## src/rtl/shift_decrypt.sv

```systemverilog
// rtl/shift_decrypt.sv - shift-cipher decryptor with per-frame key latch and 2-stage elastic output pipeline
module shift_decrypt #(
   parameter int N     = 8,
   parameter int CNT_W = 16
) (
   input  logic             clock,
   input  logic             rst,
   input  logic             en,
   input  logic [N-1:0]     din,
   input  logic             in_valid,
   output logic             in_ready,
   input  logic             in_last,
   input  logic [4:0]       shift_num,
   input  logic [1:0]       direction,
   output logic [N-1:0]     dout,
   output logic             v,
   input  logic             out_ready,
   output logic             out_last,
   output logic [CNT_W-1:0] byte_cnt,
   output logic             key_err
);

   typedef enum logic [1:0] {
      CL_OTHER = 2'd0,
      CL_UPPER = 2'd1,
      CL_LOWER = 2'd2
   } cls_t;

   localparam logic [1:0] MODE_FWD = 2'b10;
   localparam logic [1:0] MODE_BWD = 2'b01;

   // S1 registers
   logic         s1_v;
   logic [N-1:0] s1_data;
   logic         s1_last;
   logic [4:0]   s1_key;
   logic [1:0]   s1_mode;
   cls_t         s1_cls;

   // S2 is the output register
   logic         s2_v;

   // frame state
   logic [4:0]   k_l;
   logic [1:0]   d_l;
   logic         first;

   logic         s2_load;
   logic         s1_adv;
   logic         accept;
   logic         xfer;
   logic [4:0]   key_red;
   logic [4:0]   eff_key;
   logic [1:0]   eff_mode;
   cls_t         din_cls;
   logic         key_mismatch;

   logic [4:0]   o;
   logic [4:0]   kc;
   logic [4:0]   t;
   logic [N-1:0] plain;

   function automatic cls_t classify(input logic [N-1:0] c);
      if (c >= 8'h41 && c <= 8'h5A)
         return CL_UPPER;
      else if (c >= 8'h61 && c <= 8'h7A)
         return CL_LOWER;
      else
         return CL_OTHER;
   endfunction

   always_comb begin
      s2_load  = !s2_v || out_ready;
      s1_adv   = !s1_v || s2_load;
      in_ready = en && !rst && s1_adv;
      accept   = in_valid && in_ready;
      xfer     = s2_v && out_ready;
      v        = s2_v;
   end

   always_comb begin
      key_red      = (shift_num >= 5'd26) ? shift_num - 5'd26 : shift_num;
      eff_key      = first ? key_red : k_l;
      eff_mode     = first ? direction : d_l;
      din_cls      = classify(din);
      key_mismatch = !first && ((key_red != k_l) || (direction != d_l));
   end

   // Letters in both cases have low five bits 1..26, so offset o is those bits minus one
   // and the upper three bits carry the case through untouched.
   always_comb begin
      o     = s1_data[4:0] - 5'd1;
      kc    = 5'd26 - s1_key;
      t     = o;
      plain = s1_data;
      if (s1_cls != CL_OTHER && s1_key != 5'd0) begin
         if (s1_mode == MODE_FWD) begin
            t     = (o >= s1_key) ? o - s1_key : o + kc;
            plain = {s1_data[N-1:5], t + 5'd1};
         end else if (s1_mode == MODE_BWD) begin
            t     = (o >= kc) ? o - kc : o + s1_key;
            plain = {s1_data[N-1:5], t + 5'd1};
         end
      end
   end

   always_ff @(posedge clock or posedge rst) begin
      if (rst) begin
         k_l     <= '0;
         d_l     <= '0;
         first   <= 1'b1;
         key_err <= 1'b0;
      end else begin
         key_err <= accept && key_mismatch;
         if (accept) begin
            first <= in_last;
            if (first) begin
               k_l <= key_red;
               d_l <= direction;
            end
         end
      end
   end

   always_ff @(posedge clock or posedge rst) begin
      if (rst) begin
         s1_v    <= 1'b0;
         s1_data <= '0;
         s1_last <= 1'b0;
         s1_key  <= '0;
         s1_mode <= '0;
         s1_cls  <= CL_OTHER;
      end else if (s1_adv) begin
         s1_v <= accept;
         if (accept) begin
            s1_data <= din;
            s1_last <= in_last;
            s1_key  <= eff_key;
            s1_mode <= eff_mode;
            s1_cls  <= din_cls;
         end
      end
   end

   // dout/out_last only move when a new byte enters S2, so they stay stable under backpressure
   always_ff @(posedge clock or posedge rst) begin
      if (rst) begin
         s2_v     <= 1'b0;
         dout     <= '0;
         out_last <= 1'b0;
      end else if (s2_load) begin
         s2_v <= s1_v;
         if (s1_v) begin
            dout     <= plain;
            out_last <= s1_last;
         end
      end
   end

   always_ff @(posedge clock or posedge rst) begin
      if (rst)
         byte_cnt <= '0;
      else if (xfer && byte_cnt != {CNT_W{1'b1}})
         byte_cnt <= byte_cnt + 1'b1;
   end

endmodule

```

## config.mk

```make
export PLATFORM = sky130hd
export DESIGN_NAME = shift_decrypt
export DESIGN_NICKNAME = d
export VERILOG_FILES = /design/src/rtl/shift_decrypt.sv
export SDC_FILE = /design/constraint.sdc
export NUM_CORES = 1
export LEC_CHECK = 0
export BUFFER_PORTS_ARGS = -buffer_cell sky130_fd_sc_hd__buf_2
export CORE_ASPECT_RATIO = 0.5
export CORE_UTILIZATION = 35
export DETAILED_ROUTE_END_ITERATION = 6
export PLACE_DENSITY = 0.62
export SETUP_SLACK_MARGIN = 0.05
export SYNTH_ARGS = -nofsm -noshare
export SYNTH_HDL_FRONTEND = slang
export SYNTH_SLANG_ARGS = --single-unit
export TNS_END_PERCENT = 50
```

## constraint.sdc

```tcl
create_clock -name clock -period 5.68 [get_ports clock]
set_input_delay 1.136 -clock clock [delete_from_list [all_inputs] [get_ports clock]]
set_output_delay 1.136 -clock clock [all_outputs]
set_load 0.03 [all_outputs]
```

==> impl_metrics.tcl, run 1 <==
set metrics [dict create \
    slew_violations 0 \
    final_common_cell "dfrtp_1" \
    post-dp-hpwl_um 6850 \
    numPortBuffers 48 \
    coreArea_um2 10400 \
    wl_per_cell_um 14.8 \
    clock-root-buffer "clkbuf_16" \
    synth_edf_count 0 \
    worstMarginPinSlew_ps 691 \
    viasPerCell 5.22 \
    min_period_over_period_pct 69.8 \
    drc_errors 0 \
    hold_buffers 0 \
    drive_gt1_share_pct 19.8 \
    nNetsFinal 502 \
    r2r-start "s1_data[0]" \
    overflow 0 \
    finClkSkew_ps 8.86 \
    clock_latency_ps 290 \
    synthDistinctLibCells 68 \
    crit_required_ps 5890 \
    path_clk_slew_ps 70 \
    p_int_mw 1.24 \
    dieArea_um2 11500 \
    start_util_pct 36.9 \
    syn_avg_cell_area_um2 9.49 \
    yosysWarnings 0 \
    finalWirelength_um 8770 \
    netlist_area_um2 3850 \
    grt_pass1_vias 2997 \
    crit_path_start_kind "flop" \
    antenna_found_initial 0 \
    relSlewSlack_pct 53.9 \
    grt_util_all_layers_pct 16.4 \
    cts_max_path_buffers 2 \
    gp_congestion 0.900 \
    final_cell_mix "dfrtp_1, buf_2, nand2_1" \
    cts.repair.resized 0 \
    multi_input_area_um2 2340 \
    period_minus_slack_ps 3970 \
    ys_seq_area_share_pct 35.1 \
    r2r_slack_ps 1710 \
    placed_cells 586 \
    cp_data_arrival_time_ps 4180 \
    cts_setup_buffers 0 \
    final-hold-violation-count 0 \
    setup.worst_path.end "dout[4]" \
    peakVddDrop_mv 0.195 \
    vias 3103 \
    synthToLayoutAreaGrowth_pct 13.8 \
    p_per_area_nw_per_um2 531 \
    syn-num-nets 455 \
    swShare_pct 46.9 \
    leakage_nw 2.04 \
    stdcell_count 594 \
    cp-startpoint "s1_data[0]" \
    diodes 0 \
    fin_tns_setup_ps 0 \
    clkSinkCount 54 \
    ys_async_sr_fraction_pct 100 \
    grt_pass1_wl_um 15000 \
    p_seq_share_pct 24.3 \
    fmax_ghz 0.252 \
    ys.flop_type "dfrtp_1" \
    cts_buffers 5 \
    power_switching_mw 1.09 \
    whs_ps 478 \
    cts_tree "done" \
    cap_violations 0 \
    worstPathMaxFanout 6 \
    outcome "finished clean" \
    cp-end-kind "flop" \
    drt_iter0_drc 190 \
    chipWidth_um 150 \
    htree_levels 2 \
    grt_max_degree 55 \
    worstHoldPathType "flop to flop" \
    finalSetupViolCount 0 \
    clock_power_share_pct 13.7 \
    register_area_um2 1350 \
    fillers 1021 \
    crit_type "flop to flop" \
    power_frac_comb_pct 62.0 \
    ant_nets 0 \
    netlist_instances 406 \
    first_pass_iters 4 \
    ys_ff_latch 54 \
    rsz0062_at_grt "no" \
    io_pins 49 \
    pre_cts_slack_ps 1770 \
    reg2reg_depth 15 \
    placementRows 26 \
    timing.final.ws_setup_ps 1710 \
    final_util_pct 42.0 \
    die_h_um 76.2 \
    r2r_end "dout[4]" \
]
==> worst min-delay path by stage <==
stage | start | end | cells after the start
final | dout[0] | dout[0] | 2
after global routing | dout[5] | dout[5] | 2
after CTS | dout[5] | dout[5] | 2
after detailed placement | dout[5] | dout[5] | 2
after global placement | s1_last | s1_last | 2
after floorplan | s1_last | s1_last | 2
==> state kept, by name, indices dropped and copies added, names as in the netlist, 2 cells and up <==
signal	count
byte_cnt	16
d_l	2
dout	8
k_l	5
s1_cls	2
s1_data	8
s1_key	5
s1_mode	2
==> area by class of cell <==
type                    count  area share (%)
multi-input cells         313            53.5
inverters                  30            2.57
flip-flops and latches     54            30.9
well taps                 140            4.00
repair buffers             49            5.65
clock buffers               5            2.85
clock inverters             3           0.599
==> synthesized netlist by cell type (all sizes together) (3+ instances only) <==
master   instances  area, um^2
and3             7        43.8
or2              3        18.8
nor3             8        45.0
a21o             3        30.0
mux2            15         169
a2111oi          3        45.1
mux2i            7        70.1
inv             30         113
nor4             5        37.5
xor2            12         105
dfrtp           53        1330
o22ai            4        25.0
nor2            23        86.3
nor2b            9        56.3
xnor2           21         184
nand3            7        35.0
o21a             4        31.3
and4             3        26.3
or3              3        23.8
a31oi            3        18.8
nand2           47         176
o31ai            4        35.0
o221ai           3        26.3
clkbuf           6        22.5
fa               4        80.1
ha              24         300
buf              3        21.3
nand2b           7        43.8
a21oi           14        70.1
o21ai           27         135
a311oi           3        26.3
nand4            6        43.8
==> per-layer routing <==
layer / vias to the layer above / wire, um / global-route usage (%)
li1: 1547 / - / -
met1: 1500 / 4470 / 23.8
met2: 50 / 3960 / 25.4
met3: 6 / 255 / 2.46
met4: 0 / 85 / 3.74
met5: - / 0 / 0
==> worst max-delay path: stages, from the launching register on <==
cell and delay [ps]:
dfrtp_1 410, inv_1 80, ha_1 360, inv_1 260, ha_1 310, a21boi_0 130
o2111ai_1 420, nand2_1 210, a21oi_1 200, ha_1 230, nand2_1 70, a2111oi_0 560
nor4_1 130, nor4b_2 300, nor3_1 80, a31oi_1 130
==> through the flow <==
step | total power [mW] | cell area (um^2)
floorplan | 1.66 | 3850
global placement | 2.00 | 4230
detailed placement | 2.01 | 4230
CTS | 2.33 | 4380
global route | 2.51 | 4380
finish | 2.33 | 4380
==> power groups by stage <==
stage	logic (mW)	registers, mW	clock network [mW]
final	1.44	0.567	0.318
after global routing	1.59	0.583	0.341
after CTS	1.44	0.567	0.322
after detailed placement	1.43	0.575	0
after global placement	1.43	0.571	0
after floorplan	1.04	0.626	0
==> cells by family (layout without fill, tap and decap cells) <==
family          Yosys count  count (layout)  synth area share, %
compound gates           89              89                 17.2
mux                      22              22                 6.20
flops                    54              54                 35.1
fa+ha+maj                28              28                 9.87
simple gates            139             139                 18.9
xor+xnor                 35              35                 8.67
buf+inv                  39              87                 4.06
Note: power is estimated with default switching activity, not from simulation.
==> run 2: changes to the inputs <==
--- a/config.mk
+++ b/config.mk
@@ -5,6 +5,7 @@
 export SDC_FILE = /design/constraint.sdc
 export NUM_CORES = 1
 export LEC_CHECK = 0
+export ABC_AREA = 1
 export BUFFER_PORTS_ARGS = -buffer_cell sky130_fd_sc_hd__buf_2
 export CORE_ASPECT_RATIO = 0.5
 export CORE_UTILIZATION = 35
==> constraint.sdc (replaced) <==
create_clock -name clock -period 3.7 [get_ports clock]
set_input_delay 0.74 -clock clock [delete_from_list [all_inputs] [get_ports clock]]
set_output_delay 0.74 -clock clock [all_outputs]
set_load 0.03 [all_outputs]
==> run 2 against run 1 <==
- flip-flop and latch count unchanged
- fmax is 29% higher
- critical path type unchanged
- critical endpoint is now dout[1]
- critical path depth is 2 lower
- die area is essentially flat
- synthesized cell count grew 23%
- register-to-register slack got worse by 1100 ps
- wire length fell by 5.9%
==> impl_metrics.tcl, run 2 <==
set metrics [dict create \
    outcome "finished clean" \
    swShare_pct 48.7 \
    dieArea_um2 11500 \
    slew_violations 0 \
    finalSetupViolCount 0 \
    holdPathStages 2 \
    chipWidth_um 150 \
    syn_avg_cell_area_um2 7.73 \
    timing.final.ws_setup_ps 628 \
    synth.largest_area_cell "dfrtp_1" \
    worstPathMaxFanout 6 \
    p_per_area_nw_per_um2 820 \
    yosys.area.top_type_share_pct 34.4 \
    fin_tns_setup_ps 0 \
    drt_iter0_drc 153 \
    drc_errors 0 \
    first_pass_iters 4 \
    overflow 0 \
    cts_setup_buffers 0 \
    netlist_top_cells_count "nand2_1, inv_1, dfrtp_1" \
    ys_async_sr_fraction_pct 100 \
    syn-num-nets 548 \
    cp-end-kind "flop" \
    rsz0062_at_grt "no" \
    reg.largest.list "byte_cnt x16, dout x8, s1_data x8" \
    clock_latency_ps 290 \
    path_clk_slew_ps 70 \
    final_cell_mix "nand2_1, inv_1, dfrtp_1" \
    vias 3240 \
    cap_violations 0 \
    finClkSkew_ps 10.9 \
    cts_max_path_buffers 2 \
    clock-root-buffer "clkbuf_16" \
    p_int_mw 1.86 \
    diodes 0 \
    clock_power_share_pct 15.1 \
    netlist_instances 499 \
    drive_gt1_share_pct 17.3 \
    finalPower_mw 3.63 \
    crit_type "flop to flop" \
    post-dp-hpwl_um 6610 \
    netlist_area_um2 3850 \
    ys_ff_latch 54 \
    ys.flop_type "dfrtp_1" \
    synth_edf_count 0 \
    final_common_cell "nand2_1" \
    synthDistinctLibCells 39 \
    ant_nets 0 \
    cts_buffers 5 \
    relSlewSlack_pct 47.8 \
    hold_buffers 0 \
    fmax_ghz 0.326 \
    pre_cts_slack_ps 644 \
    grt_max_degree 55 \
    finalWirelength_um 8250 \
    grt_pass1_wl_um 14800 \
    clkSinkCount 54 \
    power_switching_mw 1.77 \
    start_util_pct 36.9 \
    cts.repair.resized 0 \
    synth.top_cells.by_area "dfrtp_1, nand2_1, inv_1" \
    wl_per_cell_um 12.0 \
    power_frac_comb_pct 62.0 \
    peakVddDrop_mv 0.404 \
    p_seq_share_pct 22.9 \
    top_register "byte_cnt" \
    yosysMostFrequentCell "nand2_1" \
    antenna_found_initial 0 \
    min_period_over_period_pct 83.0 \
    placementRows 26 \
    viasPerCell 4.70 \
    crit_required_ps 3870 \
    leakage_nw 2.38 \
    reg2reg_depth 13 \
    numPortBuffers 48 \
    period_minus_slack_ps 3070 \
    cts_tree "done" \
    synthToLayoutAreaGrowth_pct 14.8 \
    final-hold-violation-count 0 \
    largest_reg_flops 16 \
    io_pins 49 \
    grt_pass1_vias 3202 \
    die_h_um 76.2 \
    worstHoldPathType "flop to flop" \
    cp_data_arrival_time_ps 3240 \
    nNetsFinal 598 \
    grt_util_all_layers_pct 15.8 \
    ys_seq_area_share_pct 35.1 \
    worstMarginPinSlew_ps 781 \
    placed_cells 682 \
    htree_levels 2 \
    gp_congestion 0.856 \
    crit_path_start_kind "flop" \
    coreArea_um2 10400 \
    yosysWarnings 0 \
    stdcell_count 690 \
]
==> run 2: changes by cell type after synthesis, moves of 8 or more <==
cell     change
inv_1       +62
nand2_1     +59
nand3_1     +28
mux2_2      -15
xnor2_1     -14
xor2_1      +14
nand2_2     +10
nor2b_1      -9
o21ai_0      +9
nor2_2       +8
==> run 2: cell families (layout without fill, tap and decap cells) <==
family / Yosys count / after routing / synth area share [%]
simple gates: 214 / 214 / 27.3
buf+inv: 102 / 153 / 10.2
compound gates: 68 / 68 / 10.1
flops: 54 / 54 / 35.1
xor+xnor: 33 / 33 / 7.50
fa+ha+maj: 28 / 28 / 9.87
==> run 2: area by class of cell <==
class | count | area (um^2)
fillers | 1048 | 6020
clock inverters | 2 | 38.8
inverters | 96 | 360
well taps | 140 | 175
flip-flops and latches | 54 | 1350
clock buffers | 6 | 139
repair buffers | 49 | 248
multi-input cells | 343 | 2110
==> run 2: worst max-delay path: stages, from the launching register on <==
cell and delay, ps:
dfrtp_1 410, inv_1 110, ha_1 190, xor2_1 370
ha_1 350, nor2_1 180, nand4_1 240, nand3_4 180
nand2_1 70, nand2_2 70, ha_1 230, a22o_1 230
a221oi_1 280, nor2_1 60
==> run 2: through the flow <==
stage / util [%] / hold WS (ps) / cell area (um^2)
floorplan: - / 442 / 3850
global placement: 40.7 / 457 / 4250
detailed placement: 40.7 / 462 / 4250
CTS: 42.4 / 481 / 4420
global route: 42.4 / 510 / 4420
finish: 42.4 / 473 / 4420
==> run 2: power by group through the flow <==
stage                     clock (mW)  combinational (mW)  sequential (mW)
final                          0.548                2.25            0.830
after global routing           0.584                2.59            0.852
after CTS                      0.562                2.27            0.830
after detailed placement           0                2.26            0.840
after global placement             0                2.23            0.838
after floorplan                    0                1.66            0.952
==> run 2: routing by layer <==
layer	GRT usage (%)	vias to the layer above	wire length (um)
met5	0	-	0
met4	3.43	0	57
met3	2.04	4	220
met2	26.3	38	3740
met1	21.9	1502	4240
li1	-	1696	-
==> run 2: path summary, 6_finish.rpt <==
| check | slack, ps | from | to |
|---|---|---|---|
| hold reg to reg | 470 | s1_data[5] | dout[5] |
| max in group asynchronous | 2550 | rst | s1_key[0] |
| setup reg to reg | 630 | s1_data[0] | dout[1] |
| min in group asynchronous | 700 | rst | byte_cnt[4] |
| setup / recovery | 630 | s1_data[0] | dout[1] |
| hold / removal | 470 | s1_data[5] | dout[5] |
==> run 3: changes to the inputs <==
--- a/config.mk
+++ b/config.mk
@@ -5,12 +5,12 @@
 export SDC_FILE = /design/constraint.sdc
 export NUM_CORES = 1
 export LEC_CHECK = 0
-export ABC_AREA = 1
+export ABC_AREA = 0
 export BUFFER_PORTS_ARGS = -buffer_cell sky130_fd_sc_hd__buf_2
 export CORE_ASPECT_RATIO = 0.5
 export CORE_UTILIZATION = 35
 export DETAILED_ROUTE_END_ITERATION = 6
-export PLACE_DENSITY = 0.62
+export PLACE_DENSITY = 0.64
 export SETUP_SLACK_MARGIN = 0.05
 export SYNTH_ARGS = -nofsm -noshare
 export SYNTH_HDL_FRONTEND = slang
==> constraint.sdc (replaced) <==
create_clock -name clock -period 2.6 [get_ports clock]
set_input_delay 0.52 -clock clock [delete_from_list [all_inputs] [get_ports clock]]
set_output_delay 0.52 -clock clock [all_outputs]
set_load 0.03 [all_outputs]
==> run 3 against run 2 <==
- the flow now finishes with violations (setup timing)
- clock power rose by 24%
- critical path depth rose by 2
- die area barely moved
- non-clock buffer count rose by 73
- sequential power rose by 47%
- utilization rose by 6.7 points
- global-route usage rose by 2.5 points
- register-to-register slack got worse by 980 ps
- power rose by 73%
- critical endpoint is now dout[4]
- largest power group unchanged
==> impl_metrics.tcl, run 3 (synthesized netlist as in run 1, its figures left out) <==
set metrics [dict create \
    clock_latency_ps 290 \
    nNetsFinal 575 \
    period_minus_slack_ps 2960 \
    cp-startpoint "s1_data[1]" \
    reg2reg_depth 15 \
    gp_congestion 0.845 \
    worstHoldPathType "primary input to flop" \
    setup.worst_path.end "dout[4]" \
    cts_tree "done" \
    r2r-start "s1_data[1]" \
    drt_iter0_drc 126 \
    r2r_slack_ps -360 \
    outcome "finished, violations left" \
    p_per_area_nw_per_um2 1220 \
    overflow 0 \
    synthToLayoutAreaGrowth_pct 33.1 \
    fin_area_um2 5130 \
    placed_area_um2 4830 \
    r2r_end "dout[4]" \
    relSlewSlack_pct 54.9 \
    stdcell_count 667 \
    leakage_nw 2.41 \
    grt_max_degree 55 \
    final-hold-violation-count 0 \
    wl_per_cell_um 14.6 \
    largest_reg_flops 16 \
    first_pass_iters 4 \
    clkSinkCount 54 \
    final_util_pct 49.1 \
    die_h_um 76.2 \
    cap_violations 0 \
    finalWirelength_um 9730 \
    multi_input_area_um2 2530 \
    rsz0062_at_grt "yes" \
    coreArea_um2 10400 \
    reg.largest.list "byte_cnt x16, dout x8, s1_data x8" \
    numPortBuffers 48 \
    worstMarginPinSlew_ps 677 \
    ant_nets 0 \
    post-dp-hpwl_um 7730 \
    register_area_um2 1350 \
    fmax_ghz 0.338 \
    whs_ps 433 \
    chipWidth_um 150 \
    worstPathMaxFanout 5 \
    io_pins 49 \
    vias 3373 \
    critPathMaxStageDelay_ps 380 \
    cts_max_path_buffers 2 \
    failed_checks "setup timing" \
    peakVddDrop_mv 0.459 \
    finClkSkew_ps 8.03 \
    final_cell_mix "buf_4, dfrtp_1, buf_2" \
    diodes 0 \
    path_clk_slew_ps 80 \
    antenna_found_initial 0 \
    hold_buffers 0 \
    top_register "byte_cnt" \
    placed_cells 648 \
    cts_buffers 5 \
    viasPerCell 5.06 \
    start_util_pct 36.9 \
    grt_util_all_layers_pct 18.4 \
    finalPower_mw 6.27 \
    final_common_cell "buf_4" \
    grt_pass1_vias 3372 \
    placementRows 26 \
    min_period_over_period_pct 114 \
    cpMostUsedCell "ha_4" \
    crit_path_start_kind "flop" \
    slowest_stage "dfrtp_1" \
    crit_required_ps 2820 \
    worstPathCellList "inv_2, ha_4, xor2_4, ha_4, or2_1, o2111ai_2, nand2_2, a21oi_1, ha_2, inv_1, a2111oi_4, nor4_2, nor4b_2, nor3_1, a31oi_1" \
    drc_errors 0 \
    cp_data_arrival_time_ps 3170 \
    clock-root-buffer "clkbuf_16" \
    slew_violations 0 \
    crit_type "flop to flop" \
    timing.final.ws_setup_ps -355 \
    cp-end-kind "flop" \
    htree_levels 2 \
    fillers 958 \
    dieArea_um2 11500 \
    drive_gt1_share_pct 35.5 \
    finalSetupViolCount 4 \
    grt_pass1_wl_um 16700 \
]
-- run 3: changes by cell type in the layout (fill, tap and decap cells not counted), moves of 9 or more --
cell	delta
inv_1	-66
nor2b_1	+9
mux2_2	+15
xor2_1	-15
nand2_1	-61
o21ai_0	-9
nand3_1	-28
buf_4	+73
xnor2_1	+13
-- run 3: cell type report --
cell class | count | share of cell area (%)
well taps | 140 | 3.42
flip-flops and latches | 54 | 26.4
repair buffers | 122 | 15.5
clock inverters | 3 | 0.512
multi-input cells | 313 | 49.4
clock buffers | 5 | 2.44
inverters | 30 | 2.32
-- run 3: timing repair --
item,CTS,global route
buffers inserted,10,1
pin swaps,11,3
resized for setup,7,3
setup endpoints to repair,4,4
-- run 3: how the worst min path moves through the flow --
stage	endpoint	startpoint	slack, ps	depth (start not counted)
4_1_cts	first	in_last	430	3
3_5_place_dp	s1_last	s1_last	470	2
5_1_grt	s1_cls[0]	din[5]	450	2
2_1_floorplan	s1_last	s1_last	440	2
3_3_place_gp	s1_last	s1_last	460	2
6_report	first	in_last	430	3
-- run 3: worst max-delay path, delay by kind of cell (launching register included) --
family | cells | cell delay [ps]
buffers and inverters | 2 | 140
XOR/XNOR | 1 | 210
flip-flops | 1 | 380
adder cells (fa/ha/maj) | 3 | 590
AO/OA/AOI/OAI | 4 | 750
AND/OR/NAND/NOR | 5 | 800
-- run 3: routing by layer --
metal  vias to the layer above  track usage [%]  wire length [um]
li1                       1696                -                 -
met1                      1610             25.2              4750
met2                        63             30.1              4480
met3                         4             3.29               414
met4                         0             3.84                78
met5                         -                0                 0
-- run 3: report_power, final --
part           switching [mW]  total (mW)  internal [mW]
Clock                   0.316       0.682          0.366
Combinational            2.22        4.37           2.15
Sequential              0.185        1.22           1.03
Total                    2.72        6.27           3.55
-- run 3: per-stage QoR --
stage	setup TNS [ps]	setup WS (ps)
final	-1310	-355
after global routing	-1980	-549
after CTS	-1310	-350
after detailed placement	-1200	-410
after global placement	-1140	-412
after floorplan	-1030	-356
